**config.mk**
```make
export PLATFORM = sky130hd
export DESIGN_NAME = sim_halt_monitor
export DESIGN_NICKNAME = d
export VERILOG_FILES = /design/src/rtl/sim_pkg.sv /design/src/rtl/sim_counter.sv /design/src/rtl/sim_halt_monitor.sv
export SDC_FILE = /design/constraint.sdc
export NUM_CORES = 1
export LEC_CHECK = 0
export CORE_ASPECT_RATIO = 2
export CORE_MARGIN = 5
export CORE_UTILIZATION = 53
export CTS_CLUSTER_SIZE = 30
export DETAILED_ROUTE_END_ITERATION = 12
export GPL_TIMING_DRIVEN = 0
export PLACE_DENSITY = 0.85
export SLEW_MARGIN = 20
export SYNTH_ARGS = -nofsm -noshare
export SYNTH_HDL_FRONTEND = slang
export SYNTH_SLANG_ARGS = --single-unit
```
**constraint.sdc**
```tcl
create_clock -name clk -period 6.3 [get_ports clk]
set_input_delay 1.89 -clock clk [delete_from_list [all_inputs] [get_ports clk]]
set_output_delay 1.89 -clock clk [all_outputs]
set_load 0.02 [all_outputs]
```
**src/rtl/sim_pkg.sv**
```systemverilog
// Shared types and constants for the end-of-simulation halt monitor.
package sim_pkg;

  typedef enum logic [2:0] {
    CAUSE_NONE    = 3'd0,
    CAUSE_EBREAK  = 3'd1,
    CAUSE_ECALL   = 3'd2,
    CAUSE_ILLEGAL = 3'd3,
    CAUSE_TIMEOUT = 3'd4
  } halt_cause_e;

  typedef enum logic [1:0] {
    S_RUN   = 2'd0,
    S_DRAIN = 2'd1,
    S_HALT  = 2'd2
  } state_e;

  localparam logic [31:0] INST_EBREAK = 32'h0010_0073;
  localparam logic [31:0] INST_ECALL  = 32'h0000_0073;
  // Sliced down to XLEN at the point of use.
  localparam logic [63:0] EXIT_ERR    = '1;

endpackage

```
**src/rtl/sim_counter.sv**
```systemverilog
// Free-running wrap-around counter with enable, clear and synchronous reset.
module sim_counter #(
  parameter int W = 64
) (
  input  logic         clk,
  input  logic         rst,
  input  logic         en,
  input  logic         clr,
  output logic [W-1:0] count
);

  // Clear beats enable so the watchdog restarts from zero on a retire.
  always_ff @(posedge clk) begin
    if (rst) begin
      count <= '0;
    end else if (clr) begin
      count <= '0;
    end else if (en) begin
      count <= count + 1'b1;
    end
  end

endmodule

```
**src/rtl/sim_halt_monitor.sv**
```systemverilog
// End-of-simulation monitor: detects ebreak/ecall/illegal/watchdog halts on the
// retire stream, holds the core, drains, then latches exit status.
module sim_halt_monitor
  import sim_pkg::*;
#(
  parameter int XLEN       = 32,
  parameter int CNT_W      = 64,
  parameter int TIMEOUT    = 1000000,
  parameter int DRAIN      = 2,
  parameter int ECALL_HALT = 0
) (
  input  logic             clk,
  input  logic             rst,
  input  logic             inst_valid,
  input  logic [31:0]      inst,
  input  logic [XLEN-1:0]  pc,
  input  logic [XLEN-1:0]  a0,
  output logic             cpu_hold,
  output logic             halt,
  output logic             halt_pulse,
  output logic [2:0]       halt_cause,
  output logic [XLEN-1:0]  exit_code,
  output logic [XLEN-1:0]  halt_pc,
  output logic [CNT_W-1:0] cycle_cnt,
  output logic [CNT_W-1:0] instret_cnt
);

  localparam bit              WDOG_EN    = (TIMEOUT != 0);
  localparam logic [CNT_W-1:0] WDOG_LAST = WDOG_EN ? CNT_W'(TIMEOUT - 1) : '0;
  localparam int              DW         = (DRAIN > 0) ? $clog2(DRAIN + 1) : 1;
  localparam logic [DW-1:0]   DRAIN_LAST = (DRAIN > 0) ? DW'(DRAIN - 1) : '0;

  state_e            state;
  logic [DW-1:0]     drain_cnt;
  logic [CNT_W-1:0]  wdog_cnt;
  halt_cause_e       cause_d;
  logic [XLEN-1:0]   exit_d;
  logic              detect;
  logic              in_run;

  assign in_run = (state == S_RUN);

  sim_counter #(.W(CNT_W)) u_cycle (
    .clk   (clk),
    .rst   (rst),
    .en    (in_run),
    .clr   (1'b0),
    .count (cycle_cnt)
  );

  sim_counter #(.W(CNT_W)) u_instret (
    .clk   (clk),
    .rst   (rst),
    .en    (in_run && inst_valid),
    .clr   (1'b0),
    .count (instret_cnt)
  );

  sim_counter #(.W(CNT_W)) u_wdog (
    .clk   (clk),
    .rst   (rst),
    .en    (in_run && !inst_valid),
    .clr   (in_run && inst_valid),
    .count (wdog_cnt)
  );

  // A retire clears the watchdog, so instruction causes and timeout never coincide.
  always_comb begin
    cause_d = CAUSE_NONE;
    exit_d  = a0;
    if (inst_valid) begin
      if (inst == INST_EBREAK) begin
        cause_d = CAUSE_EBREAK;
      end else if ((ECALL_HALT != 0) && (inst == INST_ECALL)) begin
        cause_d = CAUSE_ECALL;
      end else if ((inst == '0) || (inst == '1) || (inst[1:0] != 2'b11)) begin
        cause_d = CAUSE_ILLEGAL;
        exit_d  = EXIT_ERR[XLEN-1:0];
      end
    end else if (WDOG_EN && (wdog_cnt == WDOG_LAST)) begin
      cause_d = CAUSE_TIMEOUT;
      exit_d  = EXIT_ERR[XLEN-1:0];
    end
  end

  assign detect = (cause_d != CAUSE_NONE);

  always_ff @(posedge clk) begin
    if (rst) begin
      state      <= S_RUN;
      drain_cnt  <= '0;
      cpu_hold   <= 1'b0;
      halt_cause <= '0;
      exit_code  <= '0;
      halt_pc    <= '0;
    end else begin
      case (state)
        S_RUN: begin
          if (detect) begin
            halt_cause <= cause_d;
            exit_code  <= exit_d;
            halt_pc    <= pc;
            cpu_hold   <= 1'b1;
            drain_cnt  <= '0;
            state      <= (DRAIN == 0) ? S_HALT : S_DRAIN;
          end
        end
        S_DRAIN: begin
          if (drain_cnt == DRAIN_LAST) begin
            state <= S_HALT;
          end else begin
            drain_cnt <= drain_cnt + 1'b1;
          end
        end
        default: begin
        end
      endcase
    end
  end

  // Halt flags trail the HALT state by one register stage.
  always_ff @(posedge clk) begin
    if (rst) begin
      halt       <= 1'b0;
      halt_pulse <= 1'b0;
    end else begin
      halt       <= (state == S_HALT);
      halt_pulse <= (state == S_HALT) && !halt;
    end
  end

endmodule

```
=== Word level (Yosys, flattened, before mapping) ===
Index checks and enable logic that the tools add are counted.

* Add/subtract/negate cells: 4
* Equality and inequality tests: 10
* Multiplexer cells: 14
* Reductions and logical operators: 15

{| class="wikitable"
|+ Operators by type and width
! kind !! count
|-
| $add A64 B1 Y64 const B || 3
|-
| $mux W32 || 4
|-
| $eq A64 B20 Y1 const B || 1
|-
| $eq A32 B21 Y1 const B || 1
|-
| $eq A32 B32 Y1 const B || 1
|-
| $logic_not A32 Y1 || 1
|-
| $mux W2 || 6
|-
| $ne A2 B2 Y1 const B || 4
|-
| $pmux W2 S2 || 2
|-
| $mux W3 || 2
|-
| $reduce_and A3 Y1 || 2
|-
| $eq A2 B1 Y1 const B || 2
|-
| $logic_and A1 B1 Y1 || 3
|-
| $reduce_bool A3 Y1 || 1
|-
| $add A2 B1 Y2 const B || 1
|-
| $eq A2 B2 Y1 const B || 1
|-
| $logic_not A1 Y1 || 2
|-
| $logic_not A2 Y1 || 1
|-
| $logic_or A1 B1 Y1 || 2
|-
| $reduce_and A2 Y1 || 1
|-
| $reduce_bool A2 Y1 || 1
|-
| $reduce_or A2 Y1 || 1
|}

* Register bits after elaboration: 266
* Input bits: 99
* Output and inout bits: 198
* Logic and storage cells: 54

=== Longest topological paths before layout ===
* Depth after elaboration: 9
* Gate-level depth with buffers: 9
* Gate-level depth less buffers: 6

=== Hierarchy ===
From an unflattened synthesis, not the netlist that was laid out.

* Cells, all modules: 1508
* Area total of the unflattened synthesis: 12707.2 um^2

{| class="wikitable"
|+ Modules (own cells, without submodules)
! module !! times used !! cells each !! area each (um^2) !! sequential area each (um^2)
|-
| sim_counter || 3 || 375 || 3139.3 || 1281.2
|-
| sim_halt_monitor || 1 || 383 || 3289.4 || 1481.4
|}

=== Worst setup path after synthesis ===
No wires, ideal clock.

* Path kind: input-to-reg
* Start: input port inst[20]
* End: register halt_pc[10]
* Arrival time: 3.423 ns
* Required time: 6.180 ns
* Path slack: 2.757 ns
* Stages on the path: 8
* Path buffers: 2
* Cell sequence: nand4_1 > or4_1 > o211ai_1 > o21ai_1 > and2_1 > buf_2 > buf_6 > mux2i_1

* Word-level cells in the longest chain between the ends: 8
* Elaborated cells on any way between the ends: 10

{| class="wikitable"
|+ RTL lines
! item !! line !! text
|-
| start, declared || sim_halt_monitor.sv:15 || <nowiki>input logic [31:0] inst,</nowiki>
|-
| $eq A32 B32 Y1 / $logic_not A32 Y1 (equally long branches) || sim_halt_monitor.sv:76 || <nowiki>end else if ((inst == '0) || (inst == '1) || (inst[1:0] != 2'b11)) begin</nowiki>
|-
| $logic_or A1 B1 Y1 (2 in series) || sim_halt_monitor.sv:76 ||
|-
| $mux W2 || sim_halt_monitor.sv:76 ||
|-
| $mux W2 * || sim_halt_monitor.sv:72 || <nowiki>if (inst == INST_EBREAK) begin</nowiki>
|-
| $mux W3 * || sim_halt_monitor.sv:71 || <nowiki>if (inst_valid) begin</nowiki>
|-
| $reduce_bool A3 Y1 * || sim_halt_monitor.sv:86 || <nowiki>assign detect = (cause_d != CAUSE_NONE);</nowiki>
|-
| $reduce_and A2 Y1 (no line) * || -- ||
|-
| end signal, assigned || sim_halt_monitor.sv:102 || <nowiki>halt_pc <= pc;</nowiki>
|-
| end, declared || sim_halt_monitor.sv:23 || <nowiki>output logic [XLEN-1:0] halt_pc,</nowiki>
|}

Mark *: on every way between the ends. The rest lies on a longest branch, timed or not.
A chain may end at the register's enable or synchronous reset.

=== Final worst setup path ===
* Start: input port inst_valid
* End: register u_instret.count[17]

* Word-level cells in the longest chain between the ends: 1

{| class="wikitable"
|+ RTL lines
! item !! line !! text
|-
| start, declared || sim_halt_monitor.sv:14 || <nowiki>input logic inst_valid,</nowiki>
|-
| $logic_and A1 B1 Y1 || sim_halt_monitor.sv:54 || <nowiki>.en (in_run && inst_valid),</nowiki>
|-
| end signal, assigned || sim_counter.sv:19 || <nowiki>count <= count + 1'b1;</nowiki>
|-
| end, declared || sim_counter.sv:9 || <nowiki>output logic [W-1:0] count</nowiki>
|}

Every way passes these cells.

==> results.cfg <==
[floorplanning]
dieArea_sq_um = 25600
pin_count = 297
rows = 77
floorplan.initialDensity = 0.537
floorplan.die.width_microns = 116
core-area_sq_um = 22100
die_height_microns = 221

[synthesis]
synthMostInstantiatedCell = sky130_fd_sc_hd__dfxtp_1
postSynthAreaPerCell_sq_um = 8.91
synth_commonest_cells = 266 x sky130_fd_sc_hd__dfxtp_1, 193 x sky130_fd_sc_hd__nor2_1, 130 x sky130_fd_sc_hd__nand2_1
yosysWarnings = 0
synth-seq-area-share = 0.450
synth.net_count = 1431
synth_ff_type = sky130_fd_sc_hd__dfxtp_1
synth.area.top_cells = sky130_fd_sc_hd__dfxtp_1 45%, sky130_fd_sc_hd__xnor2_1 6.5%, sky130_fd_sc_hd__nor2_1 6.1%
synth_async_sr_flop_share = 0
synth-seq-cells = 266
synth_area_leader_cell = sky130_fd_sc_hd__dfxtp_1
synth_cells = 1328
netlist.area_leader.share = 0.450
post_synth_num_cell_types = 54
synth_area_sq_um = 11800
synth_enable_flop_cells = 0

[worst_setup_path]
worstPathCellList = clkdlybuf4s50_1, nor3b_2, buf_2, nand4_1, nor4_1, nand3_1, xor2_1, nor2_1
critical_path.reg2reg.endpoint = halt_pc[17]
timing_worst_setup_path_type = in2reg
worstReg2RegStart = u_wdog.count[39]
path_delay_family = simple AND/OR/NAND/NOR gates
worstPathRequired_ns = 6.70
critical_path_fanout_max = 10
critical_path_buf_inv_count = 2
critical_path.startpoint_type = input port
cp_slowest_stage_delay_ns = 0.68
critPathCaptureType = flop
setup.reg_to_reg.worst_slack_ns = 3.64
critical-path-slowest-cell = sky130_fd_sc_hd__clkdlybuf4s50_1
crit_arrival_ns = 4.38
reg2regPathDepth = 8

[timing]
timing_worst_slew_pin_value_ns = 0.877
final_hold_viol_count = 0
fmaxAchievable_ghz = 0.251
layout_setup_ws_ns = 2.32
relSlewSlack = 0.410
total_negative_slack_for_setup_checks_ns = 0
period_share = 0.632
setup_violations = 0
rsz0062_at_grt = no
min_period_ns = 3.98
timing.clock.skew_ns = 0.00898
report.final.slew_viol_count = 0

[global_routing]
antenna_found_initial = 0
first_global_vias = 11300
overflow = 0
grt_first_pass_wirelength_microns = 58000
grt_util_all_layers = 0.281
grt_start_max_net_pins = 15

[route]
number_of_iterations_in_the_first_detailed_routing_pass = 5
num_vias = 11100
route.top_layer_used = met4
total_met3_wirelength_after_detailed_routing_microns = 2220
drcViolationCount = 0
dr_wl_met2_microns = 20300
average_wire_per_standard_cell_microns = 19.1
finalWirelength_microns = 37000
drt_iter0_markers = 573
viasPerCell = 5.72
wl_met1_microns = 12500
drtAntennaViolNets = 0

[power_and_ir_drop]
clockPowerShare = 0.416
seq_power_share = 0.484
total_power_w = 0.00363
power_density_nw_per_um2 = 228
leakagePower_nw = 5.56
net_load_switching_power_w = 0.000843
power.combinational.fraction = 0.100
vdd_ir_drop_max_mv = 0.224
cell_internal_pwr_w = 0.00279
switching_share = 0.232

[clock_tree]
post-cts-setup-buffer-count = 0
cts_buffer_depth = 3
cts.htree.levels = 1
cts_inserted_buffers = 24
cts.root.buffer_cell = sky130_fd_sc_hd__clkbuf_16
clkTransAtPathRegs_ns = 0.07
cts_num_sinks = 266
clkLatencyLatePin_ns = 0.53
cts-hold-fix-buffers = 0
cts_tree = done
resize_count_post_cts = 0

[run_status]
run_status = completed

[hold_path]
timing.hold.worst_path_depth = 1
hp-class = reg2reg
min_from = halt
timing.hold.worst_endpoint = halt_pulse

[placement]
preCtsSetupSlack_ns = 1.77
io_buffer_count = 296
place_area_sq_um = 15100
routabilityCongestion = 0.872
dp_hpwl_microns = 28300

[cells_and_area]
antenna_diode_count = 0
layout-drive-gt1-share = 0.0734
number_of_nets_in_the_layout = 1753
syn_to_final_growth_pct = 34.6
final_instance_area_sq_um = 15900

[run]
drv.max_cap_violation_count = 0
worst register-to-register path: cells and delay by family, from the launching register on:
family | cells | cell delay [ns]
buffers and inverters | 2 | 0.34
multiplexers | 1 | 0.13
AND/OR/NAND/NOR | 5 | 1.71
flip-flops | 1 | 0.37
power by group through the flow:
stage               clock [W]  sequential [W]  combinational [W]
CTS                   0.00153         0.00176           0.000364
detailed placement          0         0.00179           0.000362
global placement            0         0.00179           0.000357
floorplan                   0         0.00184           0.000121
global route          0.00160         0.00176           0.000383
finish                0.00151         0.00176           0.000364
layer usage:
layer / global-route usage / up-vias
met5: 0 / -
met4: 0.139 / 0
met3: 0.0593 / 100
met2: 0.536 / 393
met1: 0.274 / 5330
li1: - / 5263
cell type report:
class                           instances  area, sq um
Fill cell                            1591         6130
Clock buffer                           35          693
Sequential cell                       266         5330
Buffer                                 68          313
Multi-Input combinational cell        953         6050
Clock inverter                          4         95.1
Timing Repair Buffer                  296         2960
Inverter                               41          154
Tap cell                              276          345
stage by stage:
| stage | cells | utilization | hold slack, ns |
|---|---|---|---|
| floorplan | 1328 | - | 0.454 |
| global placement | 1900 | 0.686 | 0.399 |
| detailed placement | 1900 | 0.686 | 0.404 |
| CTS | 1939 | 0.722 | 0.419 |
| global route | 1939 | 0.722 | 0.455 |
| finish | 1939 | 0.722 | 0.412 |
cells in the final DEF, fill, tap and decap left out, types with 39 or more instances in the layout:
cell type / instances
sky130_fd_sc_hd__nand2_1: 130
sky130_fd_sc_hd__nor3_1: 41
sky130_fd_sc_hd__inv_1: 40
sky130_fd_sc_hd__clkdlybuf4s50_1: 296
sky130_fd_sc_hd__clkbuf_1: 52
sky130_fd_sc_hd__dfxtp_1: 266
sky130_fd_sc_hd__nand3_1: 68
sky130_fd_sc_hd__xor2_1: 75
sky130_fd_sc_hd__xnor2_1: 88
sky130_fd_sc_hd__nor4_1: 39
sky130_fd_sc_hd__nand4_1: 56
sky130_fd_sc_hd__nor2_1: 193
registers in the layout (all words and copies together), names as in the netlist:
name and flops:
state 2, exit_code 32, u_wdog.count 64, u_instret.count 64
drain_cnt 2, halt_pulse 1, u_cycle.count 64, halt_cause 3
cpu_hold 1, halt 1, halt_pc 32
logic make-up (layout without fill, tap and decap cells):
family,Yosys count,in the layout,share of synthesized area
AO/OA/AOI/OAI,98,98,0.0601
XOR/XNOR,163,163,0.121
adder cells (fa/ha/maj),4,4,0.00423
buffers and inverters,109,444,0.0394
flip-flops,266,266,0.450
multiplexers,35,35,0.0298
AND/OR/NAND/NOR,653,653,0.296
worst max-delay path by stage:
| stage | slack [ns] | startpoint | cells past startpoint | end |
|---|---|---|---|---|
| 2_1_floorplan | 2.76 | inst[20] | 8 | halt_pc[10] |
| 3_3_place_gp | 1.84 | inst[24] | 9 | halt_pc[22] |
| 3_5_place_dp | 1.77 | inst_valid | 8 | u_instret.count[17] |
| 4_1_cts | 2.34 | inst_valid | 8 | u_instret.count[17] |
| 5_1_grt | 2.18 | inst_valid | 8 | u_instret.count[19] |
| 6_report | 2.32 | inst_valid | 8 | u_instret.count[17] |
Note: power is estimated with default switching activity, not from simulation.
